--- src/rtl/router_out_reader.sv ---
// Destination-side reader for one router output port.
// Drains the port FIFO under a credit limit, parses header/payload/parity,
// and forwards every byte through a small valid/ready buffer.
//
//   state        | meaning
//   -------------+---------------------------------------------------------
//   IDLE         | waiting for a header; a read here starts a packet
//   HDR_WAIT     | header read in flight; latch length and seed parity
//   PAYLOAD      | issuing payload reads, counting remaining down to 1
//   PARITY_RD    | issue the single parity-byte read
//   PARITY_WAIT  | parity byte in flight; compare, tag last, report done
module router_out_reader #(
   parameter int DATA_WIDTH = 8,
   parameter int LEN_WIDTH  = 6,
   parameter int BUF_DEPTH  = 4
) (
   input  logic                  clock,
   input  logic                  resetn,
   input  logic                  vld_out,
   input  logic                  soft_reset,
   input  logic [DATA_WIDTH-1:0] fifo_dout,
   output logic                  read_enb,
   output logic [DATA_WIDTH-1:0] out_data,
   output logic                  out_valid,
   input  logic                  out_ready,
   output logic                  out_last,
   output logic                  pkt_done,
   output logic                  pkt_err,
   output logic                  pkt_abort,
   output logic                  busy
);

   localparam int PTR_W = (BUF_DEPTH > 1) ? $clog2(BUF_DEPTH) : 1;
   localparam int CNT_W = $clog2(BUF_DEPTH + 1);
   localparam int OCC_W = CNT_W + 1;
   localparam logic [OCC_W-1:0] DEPTH_C = OCC_W'(BUF_DEPTH);
   localparam logic [PTR_W-1:0] LAST_PTR = PTR_W'(BUF_DEPTH - 1);

   localparam logic [2:0] S_IDLE        = 3'd0;
   localparam logic [2:0] S_HDR_WAIT    = 3'd1;
   localparam logic [2:0] S_PAYLOAD     = 3'd2;
   localparam logic [2:0] S_PARITY_RD   = 3'd3;
   localparam logic [2:0] S_PARITY_WAIT = 3'd4;

   logic [2:0]            state;
   logic [2:0]            state_nxt;
   logic [LEN_WIDTH-1:0]  remaining;
   logic [LEN_WIDTH-1:0]  remaining_nxt;
   logic [DATA_WIDTH-1:0] parity_acc;
   logic [DATA_WIDTH-1:0] parity_nxt;
   logic [LEN_WIDTH-1:0]  hdr_len;
   logic                  rd_pending;

   logic [DATA_WIDTH-1:0] buf_data [BUF_DEPTH];
   logic                  buf_last [BUF_DEPTH];
   logic [PTR_W-1:0]      wr_ptr;
   logic [PTR_W-1:0]      rd_ptr;
   logic [CNT_W-1:0]      buf_count;
   logic [OCC_W-1:0]      occupancy;

   logic                  state_reads;
   logic                  push;
   logic                  pop;
   logic                  parity_cap;

   // Credit: bytes already buffered plus the one possibly in flight from the FIFO.
   // resetn gates the strobe so the FIFO is never popped while the block is held in reset.
   always_comb begin
      occupancy   = OCC_W'(buf_count) + OCC_W'(rd_pending);
      state_reads = (state == S_IDLE) || (state == S_PAYLOAD) || (state == S_PARITY_RD);
      read_enb    = resetn & vld_out & state_reads & (occupancy < DEPTH_C) & ~soft_reset;
   end

   // Capture-side strobes and status outputs.
   always_comb begin
      hdr_len    = fifo_dout[LEN_WIDTH+1:2];
      push       = rd_pending & ~soft_reset;
      out_valid  = (buf_count != '0);
      pop        = out_valid & out_ready & ~soft_reset;
      out_data   = buf_data[rd_ptr];
      out_last   = buf_last[rd_ptr];
      parity_cap = (state == S_PARITY_WAIT) & rd_pending;
      pkt_done   = parity_cap & ~soft_reset;
      pkt_err    = pkt_done & (parity_acc != fifo_dout);
      busy       = (state != S_IDLE);
   end

   // Next-state, length countdown and parity accumulation.
   // Payload bytes fold into parity when they arrive, not when they are requested.
   always_comb begin
      state_nxt     = state;
      remaining_nxt = remaining;
      parity_nxt    = parity_acc;
      case (state)
         S_IDLE: begin
            if (read_enb) state_nxt = S_HDR_WAIT;
         end
         S_HDR_WAIT: begin
            if (rd_pending) begin
               remaining_nxt = hdr_len;
               parity_nxt    = fifo_dout;
               state_nxt     = (hdr_len != '0) ? S_PAYLOAD : S_PARITY_RD;
            end
         end
         S_PAYLOAD: begin
            if (rd_pending) parity_nxt = parity_acc ^ fifo_dout;
            if (read_enb) begin
               remaining_nxt = remaining - 1'b1;
               if (remaining == LEN_WIDTH'(1)) state_nxt = S_PARITY_RD;
            end
         end
         S_PARITY_RD: begin
            if (rd_pending) parity_nxt = parity_acc ^ fifo_dout;
            if (read_enb) state_nxt = S_PARITY_WAIT;
         end
         S_PARITY_WAIT: begin
            if (rd_pending) state_nxt = S_IDLE;
         end
         default: state_nxt = S_IDLE;
      endcase
      if (soft_reset) begin
         state_nxt     = S_IDLE;
         remaining_nxt = '0;
         parity_nxt    = '0;
      end
   end

   // FSM, counters, read-in-flight flag and abort pulse.
   always_ff @(posedge clock or negedge resetn) begin
      if (!resetn) begin
         state      <= S_IDLE;
         remaining  <= '0;
         parity_acc <= '0;
         rd_pending <= 1'b0;
         pkt_abort  <= 1'b0;
      end else begin
         state      <= state_nxt;
         remaining  <= remaining_nxt;
         parity_acc <= parity_nxt;
         rd_pending <= read_enb;
         pkt_abort  <= soft_reset & (busy | out_valid);
      end
   end

   // Output buffer storage; the last flag rides with the parity byte.
   always_ff @(posedge clock or negedge resetn) begin
      if (!resetn) begin
         for (int i = 0; i < BUF_DEPTH; i++) begin
            buf_data[i] <= '0;
            buf_last[i] <= 1'b0;
         end
      end else if (push) begin
         buf_data[wr_ptr] <= fifo_dout;
         buf_last[wr_ptr] <= parity_cap;
      end
   end

   // Buffer pointers and fill count; soft_reset empties the buffer.
   always_ff @(posedge clock or negedge resetn) begin
      if (!resetn) begin
         wr_ptr    <= '0;
         rd_ptr    <= '0;
         buf_count <= '0;
      end else if (soft_reset) begin
         wr_ptr    <= '0;
         rd_ptr    <= '0;
         buf_count <= '0;
      end else begin
         if (push) wr_ptr <= (wr_ptr == LAST_PTR) ? '0 : wr_ptr + 1'b1;
         if (pop)  rd_ptr <= (rd_ptr == LAST_PTR) ? '0 : rd_ptr + 1'b1;
         case ({push, pop})
            2'b10:   buf_count <= buf_count + 1'b1;
            2'b01:   buf_count <= buf_count - 1'b1;
            default: buf_count <= buf_count;
         endcase
      end
   end

endmodule

--- config.mk ---
export PLATFORM = sky130hd
export DESIGN_NAME = router_out_reader
export DESIGN_NICKNAME = d
export VERILOG_FILES = /design/src/rtl/router_out_reader.sv
export SDC_FILE = /design/constraint.sdc
export NUM_CORES = 1
export LEC_CHECK = 0
export ABC_CLOCK_PERIOD_IN_PS = 6200
export CORE_MARGIN = 5
export CORE_UTILIZATION = 41
export DETAILED_ROUTE_END_ITERATION = 16
export SLEW_MARGIN = 10
export SYNTH_ARGS = -nofsm -noshare
export SYNTH_HDL_FRONTEND = slang
export SYNTH_SLANG_ARGS = --single-unit
--- constraint.sdc ---
create_clock -name clock -period 6.2 [get_ports clock]
set_input_delay 0.93 -clock clock [delete_from_list [all_inputs] [get_ports clock]]
set_output_delay 0.93 -clock clock [all_outputs]
set_load 0.02 [all_outputs]
==> impl_metrics.json <==
{
  "outcome": "complete, no violations",
  "layout_common_cells": "dfrtp_1 (62), mux2_2 (32), clkdlybuf4s50_1 (26), nor2_1 (25), nand2_1 (25)",
  "power.density_nw_per_um2": 346,
  "crit_fanout": 19,
  "timing.hold.ws_ps": 470,
  "fin_setup_tns_ps": 0,
  "rr_worst_depth": 7,
  "synth_seq_cells": 62,
  "worst_pin_slew_ps": 900,
  "worstPathRequired_ps": 5270,
  "mostFrequentLayoutCell": "dfrtp_1",
  "rsz0062_at_grt": "no",
  "crit_path_frequent_cell": "clkdlybuf4s50_1",
  "port_buffers": 27,
  "grt_max_degree": 50,
  "crit_path_end_kind": "primary output",
  "grt-ovfl-total": 0,
  "ys_warn_count": 0,
  "post_synth_num_cell_types": 44,
  "drv_cap": 0,
  "worst_ep_arrival_time_ps": 3080,
  "postCtsSetupRepairBufs": 0,
  "post_drt_wl_per_cell_um": 17.0,
  "wirelength_um": 7020,
  "drt_iter0_drc": 90,
  "worstPathCellList": "clkdlybuf4s50_1 > inv_2 > nand2_1 > a211oi_1 > clkdlybuf4s50_1",
  "grt_first_pass_wirelength_um": 12200,
  "startpoint_type": "input pin",
  "p_leak_nw": 1.62,
  "total_power_mw": 1.30,
  "start_util_pct": 41.9,
  "cts_root_buffer": "clkbuf_8",
  "track_usage_pct": 16.0,
  "p_comb_share_pct": 30.9,
  "internal_power_mw": 0.870,
  "drive_above_1_share_pct": 21.2,
  "via_count": 2264,
  "ctsResizeCount": 0,
  "numClockSinks": 62,
  "place_congestion": 0.844,
  "critPathBufInv": 3,
  "cts_tree": "yes",
  "syn-num-nets": 304,
  "clk_path_buf_depth": 2,
  "final-hold-violation-count": 0,
  "die_h_um": 98.9,
  "num-nets-final": 326,
  "antenna_found_initial": 0,
  "seq_area_frac_synth_pct": 47.9,
  "fin_skew_ps": 13.0,
  "setup-violations-final": 0,
  "io_pins": 28,
  "cts.clk_slew.worst_paths_ps": 90,
  "report.final.slew_viol_count": 0,
  "regToRegSetupSlack_ps": 3980,
  "rows": 32,
  "drtAntennaViolNets": 0,
  "insertion_delay_ps": 360,
  "antenna-diode-count": 0,
  "htreeDepth": 3,
  "p_sw_mw": 0.429,
  "vias_per_cell": 5.48,
  "power_frac_clock_pct": 28.5,
  "crit_type": "input pin to primary output",
  "syn-instance-count": 284,
  "drtPass1Iterations": 4,
  "vdd_drop_max_mv": 0.182,
  "fin_crit_ps": 4010,
  "synth_area_um2": 3240,
  "hp-class": "input pin to asynchronous set/reset pin",
  "place.detailed.hpwl_um": 4820,
  "avgSynthCellArea_um2": 11.4,
  "switching_share_pct": 33.0,
  "dieArea_um2": 9780,
  "die_w_um": 98.9,
  "cts_made_buffers": 9,
  "reg2reg_from": "buf_count[1]$_DFFE_PN0P_",
  "max_freq_ghz": 0.249,
  "critical-path-top-delay-family": "buffers and inverters",
  "pwr-share-seq_pct": 40.6,
  "core_area_um2": 7730,
  "area_growth_pct": 15.8,
  "reg2reg_to": "buf_count[2]$_DFFE_PN0P_",
  "slew_headroom_pct": 39.5,
  "period_share_pct": 64.7,
  "cts_hold_buf": 0,
  "remaining_drc_errors": 0,
  "critPathSlowestCell": "clkdlybuf4s50_1",
  "grt_pass1_vias": 2314,
  "critical-path-max-stage-delay_ps": 790
}
## layer usage
| layer | wire length, µm | up-vias | global-route usage (%) |
|---|---|---|---|
| met2 | 3220 | 55 | 23.7 |
| met1 | 3260 | 1131 | 22.3 |
| met5 | 0 | - | 0 |
| li1 | - | 1067 | - |
| met3 | 401 | 11 | 3.75 |
| met4 | 141 | 0 | 6.93 |
## through the flow
step,setup WS [ps],utilization (%),std cells,instance area [µm²]
final,2190,48.6,413,3750
after global routing,1970,48.6,413,3750
after CTS,2170,48.6,413,3750
after detailed placement,2170,45.9,397,3550
after global placement,2210,45.9,397,3550
after floorplan,3310,-,284,3240
## cells by family after synthesis
group	Yosys count	share of synthesized area [%]
XOR/XNOR	14	3.79
AND/OR/NAND/NOR	80	11.7
buffers and inverters	25	3.75
adder cells (fa/ha/maj)	7	2.94
AO/OA/AOI/OAI	51	11.3
flip-flops	62	47.9
multiplexers	45	18.6
## power groups by stage
stage                     Clock (mW)  Sequential (mW)  Combinational (mW)
final                          0.370            0.528               0.402
after global routing           0.396            0.541               0.435
after CTS                      0.379            0.530               0.407
after detailed placement           0            0.537               0.406
after global placement             0            0.534               0.405
after floorplan                    0            0.503               0.286
## synthesized netlist by cell type
master | count | area, µm²
xor2_1 | 13 | 114
mux2i_1 | 4 | 40.0
a21oi_1 | 4 | 20.0
o21ai_2 | 1 | 8.76
dfrtp_1 | 62 | 1550
buf_6 | 3 | 33.8
or2_2 | 1 | 6.26
or3_1 | 3 | 18.8
o311ai_0 | 1 | 8.76
nor4_1 | 3 | 18.8
xnor2_1 | 1 | 8.76
nor2b_1 | 2 | 12.5
ha_1 | 6 | 75.1
o21ai_4 | 1 | 16.3
o21ai_1 | 4 | 20.0
mux4_2 | 9 | 203
a21o_1 | 1 | 7.51
and3_1 | 1 | 6.26
fa_1 | 1 | 20.0
nor3b_1 | 2 | 15.0
nand2_1 | 25 | 93.8
o31ai_1 | 1 | 7.51
nand3_1 | 5 | 25.0
a32o_1 | 9 | 90.1
a311oi_1 | 1 | 8.76
a32oi_1 | 2 | 17.5
buf_2 | 4 | 20.0
nand4b_2 | 1 | 15.0
nand3b_1 | 2 | 15.0
clkbuf_1 | 10 | 37.5
nor3_1 | 6 | 30.0
inv_2 | 1 | 3.75
nand2b_1 | 2 | 12.5
o21ai_0 | 19 | 95.1
or3b_1 | 2 | 17.5
nor2_1 | 25 | 93.8
a221oi_2 | 1 | 15.0
a31oi_1 | 1 | 6.26
a21boi_0 | 2 | 15.0
mux2_2 | 32 | 360
a211o_1 | 1 | 8.76
o31ai_2 | 1 | 12.5
a211oi_1 | 1 | 7.51
inv_1 | 7 | 26.3
## worst max-delay path by stage
stage | slack (ps) | cells after the start | to | from
after floorplan | 3310 | 4 | pkt_err | fifo_dout[4]
after global placement | 2210 | 5 | pkt_err | soft_reset
after detailed placement | 2170 | 5 | pkt_err | soft_reset
after CTS | 2170 | 5 | pkt_err | soft_reset
after global routing | 1970 | 5 | pkt_err | soft_reset
final | 2190 | 5 | pkt_err | soft_reset
## area by class of cell
class / instances / area (µm²)
inverter: 8 / 30.0
tap: 102 / 128
timing repair buffer: 28 / 273
fill: 718 / 3980
multi-input combinational: 197 / 1570
sequential: 62 / 1550
clock buffer: 9 / 124
clock inverter: 7 / 80.1
## flip-flops by register name, indices dropped and copies added (netlist names)
register	count
pkt_abort	1
parity_acc	8
wr_ptr	2
rd_ptr	2
buf_last	4
buf_data	32
buf_count	3
state	3
rd_pending	1
remaining	6
## worst reg2reg max path: cells and delay by family, from the launching register on
family / cells / cell delay (ps)
xor gates and xnor gates: 1 / 110
and+or+nand+nor: 4 / 620
AOI/OAI and AO/OA: 1 / 490
DFF: 1 / 450
adders and majority gates: 1 / 410
Note: power is estimated with default switching activity, not from simulation.
